[src/rtl/adc_meas_avg_pkg.sv]
// Shared definitions for the ADC measurement/averaging front-end:
// FSM state encodings, default geometry and a small clamp helper.
package adc_meas_avg_pkg;

    localparam int CADC_WIDTH_DEF    = 10;
    localparam int LOG2_NAVG_MAX_DEF = 4;
    localparam int TIMEOUT_WIDTH_DEF = 12;

    typedef enum logic [1:0] {
        ST_IDLE = 2'b00,
        ST_ACQ  = 2'b01,
        ST_DIV  = 2'b10,
        ST_DONE = 2'b11
    } meas_state_e;

    // Limit a requested log2 sample count to the supported maximum.
    function automatic logic [2:0] clamp_log2(input logic [2:0] req, input logic [2:0] lim);
        logic [2:0] res;
        if (req > lim) begin
            res = lim;
        end else begin
            res = req;
        end
        return res;
    endfunction

endpackage

[src/rtl/adc_sample_acc.sv]
// Running sum plus min/max tracker for one measurement run.
// clr restarts the run (min at all-ones, max at zero); sample_en folds in one sample.
module adc_sample_acc
    import adc_meas_avg_pkg::*;
#(
    parameter int SAMPLE_WIDTH = CADC_WIDTH_DEF,
    parameter int ACC_WIDTH    = CADC_WIDTH_DEF + LOG2_NAVG_MAX_DEF
) (
    input  logic                    CLK,
    input  logic                    RST_N,
    input  logic                    clr,
    input  logic                    sample_en,
    input  logic [SAMPLE_WIDTH-1:0] sample,
    output logic [ACC_WIDTH-1:0]    acc,
    output logic [SAMPLE_WIDTH-1:0] min_val,
    output logic [SAMPLE_WIDTH-1:0] max_val
);

    logic [ACC_WIDTH-1:0]    acc_r;
    logic [SAMPLE_WIDTH-1:0] min_r;
    logic [SAMPLE_WIDTH-1:0] max_r;

    // Accumulate samples and track extremes; clear has priority over a sample.
    always_ff @(posedge CLK) begin
        if (!RST_N) begin
            acc_r <= {ACC_WIDTH{1'b0}};
            min_r <= {SAMPLE_WIDTH{1'b1}};
            max_r <= {SAMPLE_WIDTH{1'b0}};
        end else if (clr) begin
            acc_r <= {ACC_WIDTH{1'b0}};
            min_r <= {SAMPLE_WIDTH{1'b1}};
            max_r <= {SAMPLE_WIDTH{1'b0}};
        end else if (sample_en) begin
            acc_r <= acc_r + {{(ACC_WIDTH-SAMPLE_WIDTH){1'b0}}, sample};
            if (sample < min_r) begin
                min_r <= sample;
            end
            if (sample > max_r) begin
                max_r <= sample;
            end
        end
    end

    assign acc     = acc_r;
    assign min_val = min_r;
    assign max_val = max_r;

endmodule

[src/rtl/adc_meas_avg.sv]
// ADC measurement front-end: on START, collects 2^NAVG_LOG2 samples (one per
// ADC_RDY rising edge), then publishes rounded average, min and max with a
// level done flag. An inter-sample timeout ends a stalled run with an error.
module adc_meas_avg
    import adc_meas_avg_pkg::*;
#(
    parameter int CADC_WIDTH    = CADC_WIDTH_DEF,
    parameter int LOG2_NAVG_MAX = LOG2_NAVG_MAX_DEF,
    parameter int TIMEOUT_WIDTH = TIMEOUT_WIDTH_DEF
) (
    input  logic                     CLK,
    input  logic                     RST_N,
    input  logic                     START,
    input  logic [2:0]               NAVG_LOG2,
    input  logic [TIMEOUT_WIDTH-1:0] TIMEOUT_CYC,
    input  logic [CADC_WIDTH-1:0]    ADC,
    input  logic                     ADC_RDY,
    output logic [CADC_WIDTH-1:0]    AVG_OUT,
    output logic [CADC_WIDTH-1:0]    MIN_OUT,
    output logic [CADC_WIDTH-1:0]    MAX_OUT,
    output logic                     MEAS_BUSY,
    output logic                     MEAS_DONE,
    output logic                     TIMEOUT_ERR
);

    localparam int ACC_W = CADC_WIDTH + LOG2_NAVG_MAX;
    localparam int CNT_W = LOG2_NAVG_MAX + 1;

    meas_state_e              state_r, next_state_s;
    logic                     rdy_prev_r;
    logic                     strobe_s;
    logic [2:0]               log2n_r;
    logic [CNT_W-1:0]         count_r, count_inc_s, n_s;
    logic [TIMEOUT_WIDTH-1:0] timer_r, timeout_limit_s;
    logic                     timeout_armed_s;
    logic [ACC_W-1:0]         acc_s;
    logic [CADC_WIDTH-1:0]    min_s, max_s;
    logic [ACC_W:0]           sum_s, quot_s;
    logic [CADC_WIDTH-1:0]    avg_s;
    logic                     start_run_s, sample_en_s, timeout_s, div_s;
    logic [CADC_WIDTH-1:0]    avg_r, min_r, max_r;
    logic                     busy_r, done_r, terr_r;

    assign strobe_s        = ADC_RDY & ~rdy_prev_r;
    assign n_s             = {{(CNT_W-1){1'b0}}, 1'b1} << log2n_r;
    assign count_inc_s     = count_r + {{(CNT_W-1){1'b0}}, 1'b1};
    assign timeout_armed_s = (TIMEOUT_CYC != {TIMEOUT_WIDTH{1'b0}});
    assign timeout_limit_s = TIMEOUT_CYC - {{(TIMEOUT_WIDTH-1){1'b0}}, 1'b1};
    assign sum_s           = {1'b0, acc_s} + {{(ACC_W+1-CNT_W){1'b0}}, (n_s >> 1)};
    assign quot_s          = sum_s >> log2n_r;

    adc_sample_acc #(
        .SAMPLE_WIDTH (CADC_WIDTH),
        .ACC_WIDTH    (ACC_W)
    ) u_acc (
        .CLK       (CLK),
        .RST_N     (RST_N),
        .clr       (start_run_s),
        .sample_en (sample_en_s),
        .sample    (ADC),
        .acc       (acc_s),
        .min_val   (min_s),
        .max_val   (max_s)
    );

    // Saturate the rounded quotient to the sample range.
    always_comb begin
        avg_s = quot_s[CADC_WIDTH-1:0];
        if (quot_s > {{(LOG2_NAVG_MAX+1){1'b0}}, {CADC_WIDTH{1'b1}}}) begin
            avg_s = {CADC_WIDTH{1'b1}};
        end else begin
            avg_s = quot_s[CADC_WIDTH-1:0];
        end
    end

    // Next-state and one-cycle control strobes; START low aborts any active run.
    always_comb begin
        next_state_s = state_r;
        start_run_s  = 1'b0;
        sample_en_s  = 1'b0;
        timeout_s    = 1'b0;
        div_s        = 1'b0;
        case (state_r)
            ST_IDLE: begin
                if (START) begin
                    next_state_s = ST_ACQ;
                    start_run_s  = 1'b1;
                end else begin
                    next_state_s = ST_IDLE;
                end
            end
            ST_ACQ: begin
                if (!START) begin
                    next_state_s = ST_IDLE;
                end else if (strobe_s) begin
                    sample_en_s = 1'b1;
                    if (count_inc_s == n_s) begin
                        next_state_s = ST_DIV;
                    end else begin
                        next_state_s = ST_ACQ;
                    end
                end else if (timeout_armed_s && (timer_r == timeout_limit_s)) begin
                    next_state_s = ST_DONE;
                    timeout_s    = 1'b1;
                end else begin
                    next_state_s = ST_ACQ;
                end
            end
            ST_DIV: begin
                if (!START) begin
                    next_state_s = ST_IDLE;
                end else begin
                    next_state_s = ST_DONE;
                    div_s        = 1'b1;
                end
            end
            ST_DONE: begin
                if (!START) begin
                    next_state_s = ST_IDLE;
                end else begin
                    next_state_s = ST_DONE;
                end
            end
            default: begin
                next_state_s = ST_IDLE;
            end
        endcase
    end

    // State register and ADC_RDY edge-detect history.
    always_ff @(posedge CLK) begin
        if (!RST_N) begin
            state_r    <= ST_IDLE;
            rdy_prev_r <= 1'b0;
        end else begin
            state_r    <= next_state_s;
            rdy_prev_r <= ADC_RDY;
        end
    end

    // Run bookkeeping: latched sample count, samples taken, idle-cycle timer.
    always_ff @(posedge CLK) begin
        if (!RST_N) begin
            log2n_r <= 3'd0;
            count_r <= {CNT_W{1'b0}};
            timer_r <= {TIMEOUT_WIDTH{1'b0}};
        end else if (start_run_s) begin
            log2n_r <= clamp_log2(NAVG_LOG2, 3'(LOG2_NAVG_MAX));
            count_r <= {CNT_W{1'b0}};
            timer_r <= {TIMEOUT_WIDTH{1'b0}};
        end else if (sample_en_s) begin
            count_r <= count_inc_s;
            timer_r <= {TIMEOUT_WIDTH{1'b0}};
        end else if (state_r == ST_ACQ) begin
            timer_r <= timer_r + {{(TIMEOUT_WIDTH-1){1'b0}}, 1'b1};
        end
    end

    // Registered result and status outputs; results change only on DIV or timeout.
    always_ff @(posedge CLK) begin
        if (!RST_N) begin
            avg_r  <= {CADC_WIDTH{1'b0}};
            min_r  <= {CADC_WIDTH{1'b0}};
            max_r  <= {CADC_WIDTH{1'b0}};
            busy_r <= 1'b0;
            done_r <= 1'b0;
            terr_r <= 1'b0;
        end else begin
            busy_r <= (next_state_s == ST_ACQ) || (next_state_s == ST_DIV);
            done_r <= (next_state_s == ST_DONE);
            if (start_run_s) begin
                terr_r <= 1'b0;
            end else if (timeout_s) begin
                terr_r <= 1'b1;
            end
            if (timeout_s) begin
                avg_r <= {CADC_WIDTH{1'b0}};
                if (count_r == {CNT_W{1'b0}}) begin
                    min_r <= {CADC_WIDTH{1'b0}};
                    max_r <= {CADC_WIDTH{1'b0}};
                end else begin
                    min_r <= min_s;
                    max_r <= max_s;
                end
            end else if (div_s) begin
                avg_r <= avg_s;
                min_r <= min_s;
                max_r <= max_s;
            end
        end
    end

    assign AVG_OUT     = avg_r;
    assign MIN_OUT     = min_r;
    assign MAX_OUT     = max_r;
    assign MEAS_BUSY   = busy_r;
    assign MEAS_DONE   = done_r;
    assign TIMEOUT_ERR = terr_r;

endmodule
[config.mk]
export PLATFORM = sky130hd
export DESIGN_NAME = adc_meas_avg
export DESIGN_NICKNAME = d
export VERILOG_FILES = /design/src/rtl/adc_meas_avg_pkg.sv /design/src/rtl/adc_sample_acc.sv /design/src/rtl/adc_meas_avg.sv
export SDC_FILE = /design/constraint.sdc
export NUM_CORES = 1
export LEC_CHECK = 0
export CORE_UTILIZATION = 52
export CTS_CLUSTER_SIZE = 25
export DETAILED_ROUTE_END_ITERATION = 8
export PLACE_DENSITY_LB_ADDON = 0.25
export SETUP_SLACK_MARGIN = 0.02
export SKIP_CTS_REPAIR_TIMING = 1
export SLEW_MARGIN = 5
export SYNTH_ARGS = -nofsm -noshare
export SYNTH_HDL_FRONTEND = slang
export SYNTH_SLANG_ARGS = --single-unit
[constraint.sdc]
create_clock -name CLK -period 3.5 [get_ports CLK]
set_input_delay 0.525 -clock CLK [delete_from_list [all_inputs] [get_ports CLK]]
set_output_delay 0.525 -clock CLK [all_outputs]
set_load 0.02 [all_outputs]
; Yosys cells after proc, flatten, opt, wreduce, memory -nomap -nowiden
; Cells that the tools add are included.
; W data, S select, Z words.
[totals]
ff_bits = 90
out_inout_bits = 33
wordCells = 73
[op_classes]
n_addsub = 5
magnitude_cmp = 4
eq_ne = 8
n_shift = 2
muxes = 25
bitwise_logic = 3
reduce_logical = 12
[op_table]
columns = operator, count
row1 = $mux W10, 7
row2 = $add A14 B4 Y15, 1
row3 = $gt A15 B10 Y1 const B, 1
row4 = $shr A15 B3 Y15, 1
row5 = $add A14 B10 Y14, 1
row6 = $add A12 B1 Y12 const B, 1
row7 = $eq A12 B12 Y1, 1
row8 = $reduce_bool A12 Y1, 1
row9 = $sub A12 B1 Y12 const B, 1
row10 = $mux W1, 11
row11 = $gt A10 B10 Y1, 1
row12 = $lt A10 B10 Y1, 1
row13 = $mux W2, 5
row14 = $eq A2 B2 Y1 const B, 4
row15 = $pmux W2 S3, 1
row16 = $reduce_or A2 Y1, 3
row17 = $add A5 B1 Y5 const B, 1
row18 = $eq A5 B5 Y1, 1
row19 = $logic_not A5 Y1, 1
row20 = $shl A1 B3 Y5 const A, 1
row21 = $eq A2 B1 Y1 const B, 2
row22 = $reduce_and A2 Y1, 2
row23 = $gt A3 B3 Y1 const B, 1
row24 = $mux W3, 1
row25 = other kinds (7), 8

; Longest topological paths before layout
[logic_depth]
word_depth = 9
mapped_depth = 14
mapped_depth_nobuf = 13

; Modules after synthesis
; From an unflattened synthesis, not the netlist that was laid out.
[hier_totals]
cells_unflattened = 780
area_unflattened_um2 = 6244.7
[modules_own_cells]
columns = mod, instances, cells_per_inst, area_per_inst_um2
row1 = adc_meas_avg, 1, 493, 3946.3
row2 = adc_sample_acc, 1, 287, 2298.5

; Least setup slack after synthesis
; No wires, ideal clock.
[synth_path]
path_type = register to register
startpoint = reg log2n_r[0]
endpoint = reg avg_r[7] (netlist: AVG_OUT[7])
setup_time_ns = 0.114
t_arrival_ns = 3.525
path_slack_ns = -0.140
path_stages_with_launch = 15
path_buffers = 2
synth_period_minus_slack_ns = 3.640
cell_sequence = dfxtp_1 -> clkbuf_1 -> clkbuf_1 -> and2_1 -> ha_1 -> inv_1 -> fa_1 -> nand2b_1 -> a21oi_1 -> nand4_1 -> xor2_1 -> a32o_1 -> a221oi_1 -> nor3_2 -> a2111oi_0
[synth_between]
elab_chain_len = 5
[synth_rtl]
columns = element, line_no
row1 = start: declaration, adc_meas_avg.sv:32  ; logic [2:0] log2n_r;
row2 = start signal: assignment, adc_meas_avg.sv:148  ; log2n_r <= clamp_log2(NAVG_LOG2, 3'(LOG2_NAVG_MAX));
row3 = $shl A1 B3 Y5, adc_meas_avg.sv:45  ; assign n_s = {{(CNT_W-1){1'b0}}, 1'b1} << log2n_r;
row4 = $add A14 B4 Y15, adc_meas_avg.sv:49  ; assign sum_s = {1'b0, acc_s} + {{(ACC_W+1-CNT_W){1'b0}}, (n_s >> 1)};
row5 = $shr A15 B3 Y15 *, adc_meas_avg.sv:50  ; assign quot_s = sum_s >> log2n_r;
row6 = $gt A15 B10 Y1, adc_meas_avg.sv:69  ; if (quot_s > {{(LOG2_NAVG_MAX+1){1'b0}}, {CADC_WIDTH{1'b1}}}) begin
row7 = $mux W10 *, adc_meas_avg.sv:69
row8 = end signal: assignment, adc_meas_avg.sv:162  ; avg_r <= {CADC_WIDTH{1'b0}};
row9 = end signal: assignment, adc_meas_avg.sv:177  ; avg_r <= {CADC_WIDTH{1'b0}};
row10 = end signal: assignment, adc_meas_avg.sv:186  ; avg_r <= avg_s;
row11 = end: declaration, adc_meas_avg.sv:41  ; logic [CADC_WIDTH-1:0] avg_r, min_r, max_r;
; Every way passes the cells marked *; elsewhere a longest branch is shown, timed or not.
; A chain may end at the register's enable or synchronous reset.

; Worst setup path in the final report
[layout_path]
startpoint = reg log2n_r[1]
endpoint = reg avg_r[4] (netlist: AVG_OUT[4])
; The elaborated chain is that of the path after synthesis.

==> impl_results.md <==
- Post-synthesis sequential area ratio: 32.29%
- Switching Share: 27.61%
- Crit path DAT: 3500 ps
- Die Span Y: 105.6 um
- Setup CP Type: register to register
- Critical Path End Type: register
- Drt pass-1 iters: 4
- EDFF count, synth: 0
- Total CTS buffers: 9
- Number of global-route vias before repair: 4948
- Total routed wirelength: 13.18 mm
- Die area: 11150 um^2
- Antenna diode count: 0
- CTS root buffer: clkbuf_8
- Clock share of power: 36.7%
- Buffers added on ports: 61
- Post-synth cell types: 62
- Most frequent CP cell: buf_4
- DP Wirelength: 10.06 mm
- NumNets Final: 805
- Main synth FF type: dfxtp_1
- Placement Setup Slack: 117.8 ps
- Vias: 4949
- LEAKAGE: 2.651 nW
- Clk_lat worst skew: 380 ps
- Maxcap violations: 0
- Final period util: 92.85%
- Gate power share: 12.4%
- Top Ports: 62
- Synth Register Bits: 90
- Layout Skew: 12.52 ps
- Fin area: 6599 um^2
- CP startpoint kind: register
- Final worst slack: 250.3 ps
- Filler cells: 941
- Synth Instances: 671
- Initial DRC Count: 157
- Antenna violations before repair: 0
- HP Start: u_acc.min_val[8]
- Net switching power figure: 0.5665 mW
- Syn-to-layout area delta: 18.28%
- Post-Synthesis Cell Area: 5579 um^2
- Total global-route track usage: 24.98%
- Pwr Density: 311.0 nW/um^2
- Peak VDD IR: 0.0001920 V
- Outcome: completed
- CTS tree: yes
- Clk pin slew, worst setup/hold paths: 90 ps
- Core area: 10370 um^2
- Largest net degree at the start of global routing: 28
- Die width: 105.6 um
- Worst Hold Class: register to register
- Sequential share of power: 50.9%
- CTS HTree Levels: 3
- Worst path cell trace: buf_4, or2_2, nor2_1, ha_1, nor2_1, a21oi_2, nand4_1, xor2_1, a32o_1, a221oi_1, buf_4, nor3_2, buf_4, a211oi_1
- Total clock sinks: 90
- Routed vias/inst: 5.650
- Post-synth net total: 740
- GRT Residual Overflow: 0
- Crit Path Max Fanout: 16
- Fin Hold WS: 472.3 ps
- Global placer's final weighted congestion: 0.8482
- Largest stage delay on the critical path: 380 ps
- Critical-path top delay cell: dfxtp_1
- Reg2reg start: log2n_r[1]
- Global-route wire length before repair: 22.54 mm
- Slew Limit Fails: 0
- Share of cells above drive strength 1: 7.568%
- Asr flop ratio synth: 0%
- Clock Tree Buf Depth: 2
- Synth top area cells: dfxtp_1 (32%), ha_1 (8.5%), xnor2_1 (4.7%)
- Fin Setup TNS: 0 ps
- Final Hold Viols: 0
- Slew margin rel.: 40.03%
- Final Core Density: 63.63%
- Setup violators final: 0
- CP Launch Point: log2n_r[1]
- Tmin final: 3250 ps
- Syn avg cell area: 8.315 um^2
- Site row count: 37
- Antenna-violating nets left: 0
- Synth warnings: 0
- WL/cell: 15.05 um
- RSZ-0062 raised after global routing: no
- Initial Utilization: 53.80%
- Placed Instance Area: 6401 um^2
- Post-synth top area cell: dfxtp_1
- Worst slew pin tran: 898.6 ps
- Worst path required time: 3750 ps
- Synth top area share: 32.29%
- Fmax: 307.7 MHz
- P_int: 1.485 mW
- DRC viols: 0
[synth_stat cells (9+ instances only)]
library cell,count
xor2_1,24
o21ai_0,20
nand3_1,19
xnor2_1,30
ha_1,38
clkbuf_1,22
mux2i_1,19
a211oi_1,10
dfxtp_1,90
nor2_1,63
a21o_1,9
a22o_1,20
nand4_1,14
nand2_1,64
o211ai_1,12
a21oi_1,44
nor3_1,14
inv_1,42
[routing by layer]
layer  up-vias  wire length, um  global-route usage, %
met5         -                0                      0
met4         0              192                  7.639
met3        16              447                  3.587
met2        88             6412                  44.27
met1      2331             6129                  31.24
li1       2514                -                      -
[final timing paths]
| check | slack, ps | cells past startpoint | to |
|---|---|---|---|
| worst max-delay path | 250 | 14 | AVG_OUT[4] |
| worst min-delay path | 470 | 1 | MIN_OUT[8] |
| worst max register to register | 250 | 14 | AVG_OUT[4] |
| worst min register to register | 470 | 1 | MIN_OUT[8] |
[layout by cell type (no fill, tap or decap), types with 24 or more instances in the layout]
master,n
buf_4,24
xor2_1,24
ha_1,38
nor2_1,63
dfxtp_1,90
clkdlybuf4s50_1,61
nand2_1,64
inv_1,42
a21oi_1,43
xnor2_1,30
[flip-flops by register name (all words and copies together), names as in the netlist]
signal,count
rdy_prev_r,1
state_r,2
count_r,5
u_acc.max_val,10
MAX_OUT,10
log2n_r,3
MIN_OUT,10
TIMEOUT_ERR,1
AVG_OUT,10
MEAS_DONE,1
u_acc.acc,14
u_acc.min_val,10
timer_r,12
MEAS_BUSY,1
[metrics by stage]
stage	cells	total power, mW
2_1_floorplan	671	1.222
3_3_place_gp	861	1.314
3_5_place_dp	861	1.321
4_1_cts	876	2.065
5_1_grt	876	2.137
6_report	876	2.052
[cell families (layout without fill, tap and decap cells)]
logic type | Yosys count | in the layout | synth area share (%)
AND/OR/NAND/NOR | 224 | 224 | 19.47
AO/OA/AOI/OAI | 166 | 166 | 20.86
flip-flops | 90 | 90 | 32.29
buffers and inverters | 74 | 143 | 5.449
XOR/XNOR | 54 | 54 | 8.477
adder cells (fa/ha/maj) | 40 | 40 | 9.240
multiplexers | 23 | 23 | 4.216
[power by group through the flow]
stage                     clock network (mW)  registers (mW)  logic (mW)
after floorplan                            0            1.07       0.154
after global placement                     0            1.07       0.246
after detailed placement                   0            1.07       0.252
after CTS                              0.767            1.04       0.254
after global routing                   0.807            1.05       0.282
final                                  0.753            1.04       0.254
[layout make-up]
| class | instances | area, um^2 | area share, % |
|---|---|---|---|
| multi-input cells | 507 | 3478 | 52.71 |
| flip-flops and latches | 90 | 1802 | 27.30 |
| repair buffers | 85 | 790.8 | 11.98 |
| well taps | 136 | 170.2 | 2.579 |
| inverters | 43 | 161.4 | 2.446 |
| clock buffers | 9 | 123.9 | 1.877 |
| clock inverters | 6 | 72.57 | 1.100 |
[worst max-delay path: cells and delay by family, from the launching register on]
kind,cells,cell delay (ps)
adders and majority gates,1,330
buffers and inverters,3,550
AOI/OAI and AO/OA,4,430
DFF,1,380
xor gates and xnor gates,1,370
and+or+nand+nor,5,1070
Note: power is estimated with default switching activity, not from simulation.
